[src/rtl/alu_shft_seq_pkg.sv]
// ---------------------------------------------------------------------------
// alu_shft_seq_pkg
// Shared definitions for the sequential shifter/rotator:
//   - SHM_* : 3-bit shift/rotate mode codes (Z80 CB-group order)
//   - shft_state_t : FSM state encoding (ST_IDLE / ST_SHIFT / ST_DONE)
// ---------------------------------------------------------------------------
package alu_shft_seq_pkg;

    localparam logic [2:0] SHM_RLC = 3'b000;  // rotate left, c = old MSB
    localparam logic [2:0] SHM_RRC = 3'b001;  // rotate right, c = old LSB
    localparam logic [2:0] SHM_RL  = 3'b010;  // rotate left through carry
    localparam logic [2:0] SHM_RR  = 3'b011;  // rotate right through carry
    localparam logic [2:0] SHM_SLA = 3'b100;  // shift left, 0 in
    localparam logic [2:0] SHM_SRA = 3'b101;  // shift right, MSB replicated
    localparam logic [2:0] SHM_SLL = 3'b110;  // shift left, 1 in
    localparam logic [2:0] SHM_SRL = 3'b111;  // shift right, 0 in

    typedef enum logic [1:0] {
        ST_IDLE  = 2'd0,
        ST_SHIFT = 2'd1,
        ST_DONE  = 2'd2
    } shft_state_t;

endpackage

[src/rtl/alu_shft_step.sv]
// ---------------------------------------------------------------------------
// alu_shft_step
// Combinational single-bit shift/rotate of {c, data} selected by mode.
// When en is low the stage passes data and carry through unchanged, which
// lets a chain of these stages execute a partial final step.
// Ports:
//   en        stage enable
//   mode      SHM_* mode code
//   data_in   operand, c_in carry
//   data_out  shifted operand, c_out carry (bit shifted out)
// ---------------------------------------------------------------------------
module alu_shft_step
    import alu_shft_seq_pkg::*;
#(
    parameter int WIDTH = 8
) (
    input  logic             en,
    input  logic [2:0]       mode,
    input  logic [WIDTH-1:0] data_in,
    input  logic             c_in,
    output logic [WIDTH-1:0] data_out,
    output logic             c_out
);

    always_comb begin
        data_out = data_in;
        c_out    = c_in;
        if (en) begin
            case (mode)
                SHM_RLC: begin
                    data_out = {data_in[WIDTH-2:0], data_in[WIDTH-1]};
                    c_out    = data_in[WIDTH-1];
                end
                SHM_RRC: begin
                    data_out = {data_in[0], data_in[WIDTH-1:1]};
                    c_out    = data_in[0];
                end
                SHM_RL: begin
                    data_out = {data_in[WIDTH-2:0], c_in};
                    c_out    = data_in[WIDTH-1];
                end
                SHM_RR: begin
                    data_out = {c_in, data_in[WIDTH-1:1]};
                    c_out    = data_in[0];
                end
                SHM_SLA: begin
                    data_out = {data_in[WIDTH-2:0], 1'b0};
                    c_out    = data_in[WIDTH-1];
                end
                SHM_SRA: begin
                    data_out = {data_in[WIDTH-1], data_in[WIDTH-1:1]};
                    c_out    = data_in[0];
                end
                SHM_SLL: begin
                    data_out = {data_in[WIDTH-2:0], 1'b1};
                    c_out    = data_in[WIDTH-1];
                end
                default: begin  // SHM_SRL
                    data_out = {1'b0, data_in[WIDTH-1:1]};
                    c_out    = data_in[0];
                end
            endcase
        end
    end

endmodule

[src/rtl/alu_shft_seq.sv]
// ---------------------------------------------------------------------------
// alu_shft_seq
// Sequential shifter/rotator: executes `count` single-bit shifts of the
// operand, STEP bits per clock, with a start/busy/done handshake.
//
// Handshake: start is sampled only in IDLE or DONE; the sampling edge loads
// the operand and enters SHIFT. busy is high for every SHIFT cycle, done is
// high for exactly the single DONE cycle, and the two are never high
// together. Holding start during DONE recaptures on that same edge; start
// during SHIFT is ignored.
//
// Ports:
//   clkc, reset          clock (rising edge), async active-high reset
//   start, mode, count   request, SHM_* mode, number of single-bit shifts
//   carry_in, data_in    initial carry and operand
//   busy, done           status (see handshake above)
//   shft_out, shft_c     working/result register and carry register
//   sign/zero/par_flag   combinational flags of shft_out (par: even ones)
//   state_dbg            current FSM state for observation
// ---------------------------------------------------------------------------
module alu_shft_seq
    import alu_shft_seq_pkg::*;
#(
    parameter int WIDTH = 8,
    parameter int STEP  = 1,
    parameter int CNT_W = $clog2(WIDTH) + 1
) (
    input  logic             clkc,
    input  logic             reset,
    input  logic             start,
    input  logic [2:0]       mode,
    input  logic [CNT_W-1:0] count,
    input  logic             carry_in,
    input  logic [WIDTH-1:0] data_in,
    output logic             busy,
    output logic             done,
    output logic [WIDTH-1:0] shft_out,
    output logic             shft_c,
    output logic             sign_flag,
    output logic             zero_flag,
    output logic             par_flag,
    output logic [1:0]       state_dbg
);

    localparam logic [CNT_W-1:0] STEP_C = CNT_W'(STEP);

    shft_state_t      state, state_nxt;
    logic [2:0]       mode_q;
    logic [CNT_W-1:0] rem_q;
    logic             capture;
    logic             last_step;

    // Stage chain: element 0 is the register, element STEP the next value.
    logic [WIDTH-1:0] chain_d [STEP+1];
    logic             chain_c [STEP+1];

    assign chain_d[0] = shft_out;
    assign chain_c[0] = shft_c;

    // Stage i runs only while more than i shifts remain, so the last cycle
    // of a count that is not a multiple of STEP applies just the remainder.
    for (genvar i = 0; i < STEP; i++) begin : g_step
        alu_shft_step #(.WIDTH(WIDTH)) u_step (
            .en       (rem_q > CNT_W'(i)),
            .mode     (mode_q),
            .data_in  (chain_d[i]),
            .c_in     (chain_c[i]),
            .data_out (chain_d[i+1]),
            .c_out    (chain_c[i+1])
        );
    end

    assign capture   = start && (state == ST_IDLE || state == ST_DONE);
    assign last_step = (rem_q <= STEP_C);

    // FSM state register
    always_ff @(posedge clkc or posedge reset) begin
        if (reset) state <= ST_IDLE;
        else       state <= state_nxt;
    end

    // FSM next state
    always_comb begin
        state_nxt = state;
        case (state)
            ST_IDLE:  if (start) state_nxt = ST_SHIFT;
            ST_SHIFT: if (last_step) state_nxt = ST_DONE;
            ST_DONE:  state_nxt = start ? ST_SHIFT : ST_IDLE;
            default:  state_nxt = ST_IDLE;
        endcase
    end

    // Operand, carry, mode and remaining-count registers
    always_ff @(posedge clkc or posedge reset) begin
        if (reset) begin
            shft_out <= '0;
            shft_c   <= 1'b0;
            mode_q   <= SHM_RLC;
            rem_q    <= '0;
        end else if (capture) begin
            shft_out <= data_in;
            shft_c   <= carry_in;
            mode_q   <= mode;
            rem_q    <= count;
        end else if (state == ST_SHIFT) begin
            // With rem_q == 0 every stage is disabled: value passes unchanged.
            shft_out <= chain_d[STEP];
            shft_c   <= chain_c[STEP];
            rem_q    <= last_step ? '0 : rem_q - STEP_C;
        end
    end

    assign busy      = (state == ST_SHIFT);
    assign done      = (state == ST_DONE);
    assign state_dbg = state;

    assign sign_flag = shft_out[WIDTH-1];
    assign zero_flag = (shft_out == '0);
    assign par_flag  = ~^shft_out;

endmodule

[config.mk]
export PLATFORM = sky130hd
export DESIGN_NAME = alu_shft_seq
export DESIGN_NICKNAME = d
export VERILOG_FILES = /design/src/rtl/alu_shft_seq_pkg.sv /design/src/rtl/alu_shft_step.sv /design/src/rtl/alu_shft_seq.sv
export SDC_FILE = /design/constraint.sdc
export NUM_CORES = 1
export LEC_CHECK = 0
export ABC_AREA = 1
export CAP_MARGIN = 15
export CORE_AREA = 4 4 69 71
export CTS_CLUSTER_SIZE = 16
export DETAILED_ROUTE_END_ITERATION = 6
export DIE_AREA = 0 0 73 75
export SYNTH_ARGS = -nofsm -noshare
export SYNTH_HDL_FRONTEND = slang
export SYNTH_SLANG_ARGS = --single-unit
[constraint.sdc]
create_clock -name clkc -period 1.8 [get_ports clkc]
set_clock_uncertainty 0.05 [all_clocks]
set_input_delay 0.27 -clock clkc [delete_from_list [all_inputs] [get_ports clkc]]
set_output_delay 0.27 -clock clkc [all_outputs]
set_load 0.01 [all_outputs]
; ---- Word level (Yosys, flattened, before mapping)
; Index checks and enable logic that the tools add are counted.
[classes]
addsub = 1
n_lt_le_gt_ge = 2
eq_ne = 11
n_mux = 15
reduce_logical = 12
[op_table]
columns = operator, n
row1 = one-hot mux 8 bit (7 select lines), 1
row2 = two-way mux 8 bit, 3
row3 = two-way mux 4 bit, 3
row4 = equality test 3 bit (second input constant), 3
row5 = zero test 8 bit, 1
row6 = XNOR reduction 8 bit, 1
row7 = equality test 3 x 2 -> 1 bit (second input constant), 2
row8 = one-hot mux 2 bit (3 select lines), 1
row9 = two-way mux 1 bit, 5
row10 = greater-than comparator 4 x 1 -> 1 bit (second input constant), 1
row11 = <= comparator 4 x 1 -> 1 bit (second input constant), 1
row12 = two-way mux 2 bit, 2
row13 = != test 2 bit (second input constant), 2
row14 = AND reduction 2 bit, 2
row15 = nonzero test 2 bit, 2
row16 = OR reduction 4 bit, 1
row17 = subtractor 4 x 1 -> 4 bit (second input constant), 1
row18 = equality test 3 x 1 -> 1 bit (second input constant), 1
row19 = zero test 3 bit, 1
row20 = AND reduction 3 bit, 1
row21 = equality test 2 x 1 -> 1 bit (second input constant), 1
row22 = equality test 2 bit (second input constant), 1
row23 = zero test 2 bit, 1
row24 = != test 2 x 1 -> 1 bit (second input constant), 1
row25 = 2 further kinds, 2
[word_totals]
register_bits = 18
out_inout_bits = 16
word_cells = 47

; ---- Logic depth before layout (Yosys ltp)
[depth]
ltp_word = 6
depth_mapped = 8
ltp_nobuf = 8

; ---- Modules after synthesis
; Synthesis repeated with hierarchy kept, for this count alone.
[unflattened]
cells_unflattened = 206
area_unflattened_um2 = 1356.3
[modules_own_cells]
columns = mod, instances, cells_each, area_each_um2, seq_area_each_um2
row1 = alu_shft_seq, 1, 146, 1087.3, 450.4
row2 = alu_shft_step, 1, 60, 269.0, 0.0

; ---- Worst setup path before layout
; No wires, ideal clock.
[synth_path]
path_type = flip-flop to output port
start = reg shft_out[6]
end = out par_flag
arrival_time_ns = 1.166
slack_ns = 0.314
path_stages_with_launch = 5
cell_sequence = dfrtp_1 inv_1 ha_1 xnor2_1 xnor2_1
[synth_via]
elab_chain_cells = 1
[synth_lines]
columns = item, line_no
row1 = start: declaration, alu_shft_seq.sv:37  ; output logic [WIDTH-1:0] shft_out,
row2 = start signal: assignment, alu_shft_seq.sv:101  ; shft_out <= data_in;
row3 = start signal: assignment, alu_shft_seq.sv:107  ; shft_out <= chain_d[STEP];
row4 = XNOR reduction 8 bit, alu_shft_seq.sv:119  ; assign par_flag = ~^shft_out;
row5 = end: declaration, alu_shft_seq.sv:41  ; output logic par_flag,
; No other way between the ends.

; ---- Worst setup path after layout
[layout_path]
start = reg shft_out[5]
end = out par_flag
; The elaborated chain is that of the path after synthesis.

==> results.yml <==
detailed_routing:
  vias: 1175
  drc: 0
  antenna_left: 0
  via_per_inst: 4.40
  wl_per_cell_microns: 11.3
  drt-initial-drc-count: 19
  dr.pass1.iters: 4
  wirelength_microns: 3030
floorplanning:
  die_h_microns: 75
  rows: 24
  ios: 35
  die_w_microns: 73
  start_util_pct: 28.4
  die-area_sq_um: 5480
  coreArea_sq_um: 4230
layout:
  num_antenna_cells: 0
  final_layout_size_suffix_gt1_share_pct: 27.4
  fillerInstances: 441
  area_growth_pct: 55.0
  final_util_pct: 44.1
  final_cells: 267
  layout.nets: 241
yosys:
  synth_area_sq_um: 1200
  postSynthCellCount: 160
  avgSynthCellArea_sq_um: 7.52
  yosysWarnings: 0
  synth-seq-cells: 18
  syn_nets: 185
  synth_cell_type_count: 22
  synth_seq_area_share_pct: 37.4
sta:
  rsz0062_at_grt: "yes"
  fin_crit_sh_pct: 95.6
  layout_min_cycle_time_ns: 1.72
  hold_viol: 0
  setup_viol: 0
  fmax_ghz: 0.581
  final_max_slew_viol_count: 0
  tightest_slew_ns: 0.549
  relSlewSlack_pct: 63.4
  postLayoutSetupSlackWorst_ns: 0.0786
clocking:
  cts_sinks: 18
  clock_latency_ns: 0.26
  clk_path_buf_depth: 2
  cts_buffers: 3
  clockRootBuffer: "clkbuf_8"
  clkSlewWorstSetupHoldPaths_ns: 0.07
  cts_max_level: 1
  tritoncts: "done"
  cts_hold_buf: 0
power:
  max-vdd-ir-drop_mv: 0.572
  p_leak_nw: 0.881
  pwr_density_cell_nw_per_um2: 2030
  power_mw: 3.79
global_routing:
  grt_pass1_vias: 1113
  grt_pass1_wl_microns: 5070
  grt_antenna_before_repair: 0
  grt-ovfl-total: 0
  grt_max_degree: 21
  grt_usage_pct: 12.3
outcome:
  status: "finished, final reports clean"
setup_path:
  crit_type: "register to primary output"
  cp_max_fo: 2
  cp-end-kind: "primary output"
  cp_data_arrival_time_ns: 1.40
  worstSetupStartpointType: "register"
  crit_required_ns: 1.48
placed_design:
  port_buffers: 34
  gp_congestion: 0.788
  dpl.hpwl_microns: 2270
  dp.cells: 259
  preCtsSetupSlack_ns: -0.0984
job:
  maxCapViolCount: 0
min_path:
  min_path_type: "input pin to async pin"
-- sequential cells by signal, indices dropped and copies added (netlist names) --
name / count
shft_c: 1
shft_out: 8
rem_q: 4
state_dbg: 2
mode_q: 3
-- cell type report --
class | count | area (sq um) | share of cell area, %
multi-input combinational | 115 | 691 | 37.0
tap | 52 | 65.1 | 3.49
clock buffer | 4 | 55.1 | 2.95
sequential | 18 | 452 | 24.2
inverter | 21 | 81.3 | 4.36
timing repair buffer | 57 | 522 | 28.0
-- per-stage QoR --
step	TNS (ns)	area (sq um)	hold WS, ns
2_1_floorplan	0	1200	0.159
5_1_grt	-0.0207	1870	0.321
6_report	0	1870	0.277
3_3_place_gp	-0.0785	1730	0.481
3_5_place_dp	-0.0984	1730	0.485
4_1_cts	-0.0704	1780	0.289
-- worst paths after layout --
| kind | end | startpoint | cells past startpoint | slack, ns |
|---|---|---|---|---|
| max | par_flag | shft_out[5] | 5 | 0.08 |
| min | mode_q[1] | reset | 3 | 0.28 |
| max reg2reg | rem_q[0] | rem_q[0] | 5 | 0.32 |
| min reg2reg | rem_q[1] | rem_q[1] | 2 | 0.49 |
| max in group asynchronous | state_dbg[0] | reset | 3 | 1.20 |
| min in group clkc | rem_q[1] | rem_q[1] | 2 | 0.49 |
-- routing by layer --
layer	vias to the layer above	track usage, %	wire length, microns
met5	-	0	0
met4	0	5.53	58
met3	4	2.67	142
met2	22	19.9	1390
met1	533	15.8	1430
li1	616	-	-
-- synth_stat cells --
master	number	area, sq um
buf_2	4	20.0
inv_1	19	71.3
xor2_1	1	8.76
buf_6	1	11.3
o21ai_0	19	95.1
a21oi_1	1	5.00
nor2_4	1	11.3
nor2_1	13	48.8
nand3_2	1	10.0
o21ai_2	7	61.3
o21bai_1	1	7.51
nand3_1	5	25.0
nand2_4	2	22.5
nand2_2	4	25.0
buf_4	1	7.51
dfrtp_1	18	450
nand2_1	46	173
inv_4	1	6.26
xnor2_1	4	35.0
o211ai_1	4	30.0
inv_2	1	3.75
ha_1	6	75.1
-- logic make-up after synthesis --
kind of cell | count (synthesis) | share of synthesized area [%]
AND/OR/NAND/NOR | 72 | 26.2
AO/OA/AOI/OAI | 32 | 16.5
buffers and inverters | 27 | 9.98
flip-flops | 18 | 37.4
adder cells (fa/ha/maj) | 6 | 6.24
XOR/XNOR | 5 | 3.64
-- report_power, final --
group,internal [mW],switching [mW],total [mW]
Sequential,0.619,0.205,0.824
Clock,0.195,0.143,0.337
Combinational,1.33,1.30,2.63
-- worst max-delay path: stages (launching register included) --
cell and delay (ns):
dfrtp_1 0.39, inv_2 0.09, ha_4 0.20, xnor2_1 0.17
xnor2_1 0.14, buf_2 0.15
-- repair_timing --
action / in CTS / in global routing
pin swaps: 0 / 6
endpoints found under the setup margin: 3 / 2
setup buffers: 0 / 4
gates resized for setup: 5 / 15
-- cells in the final DEF (no fill, tap or decap), types with 2 or more instances in the layout --
cell              n
nand2_1          46
clkdlybuf4s50_1  31
o211ai_1          4
inv_1            11
nor2_1           13
o21ai_2           7
nand3_1           5
buf_4            22
dfrtp_1          17
o21ai_0          19
ha_1              2
inv_2             9
ha_4              4
nand2_4           2
xnor2_1           3
clkbuf_8          4
nand2_2           4
Note: power is estimated with default switching activity, not from simulation.
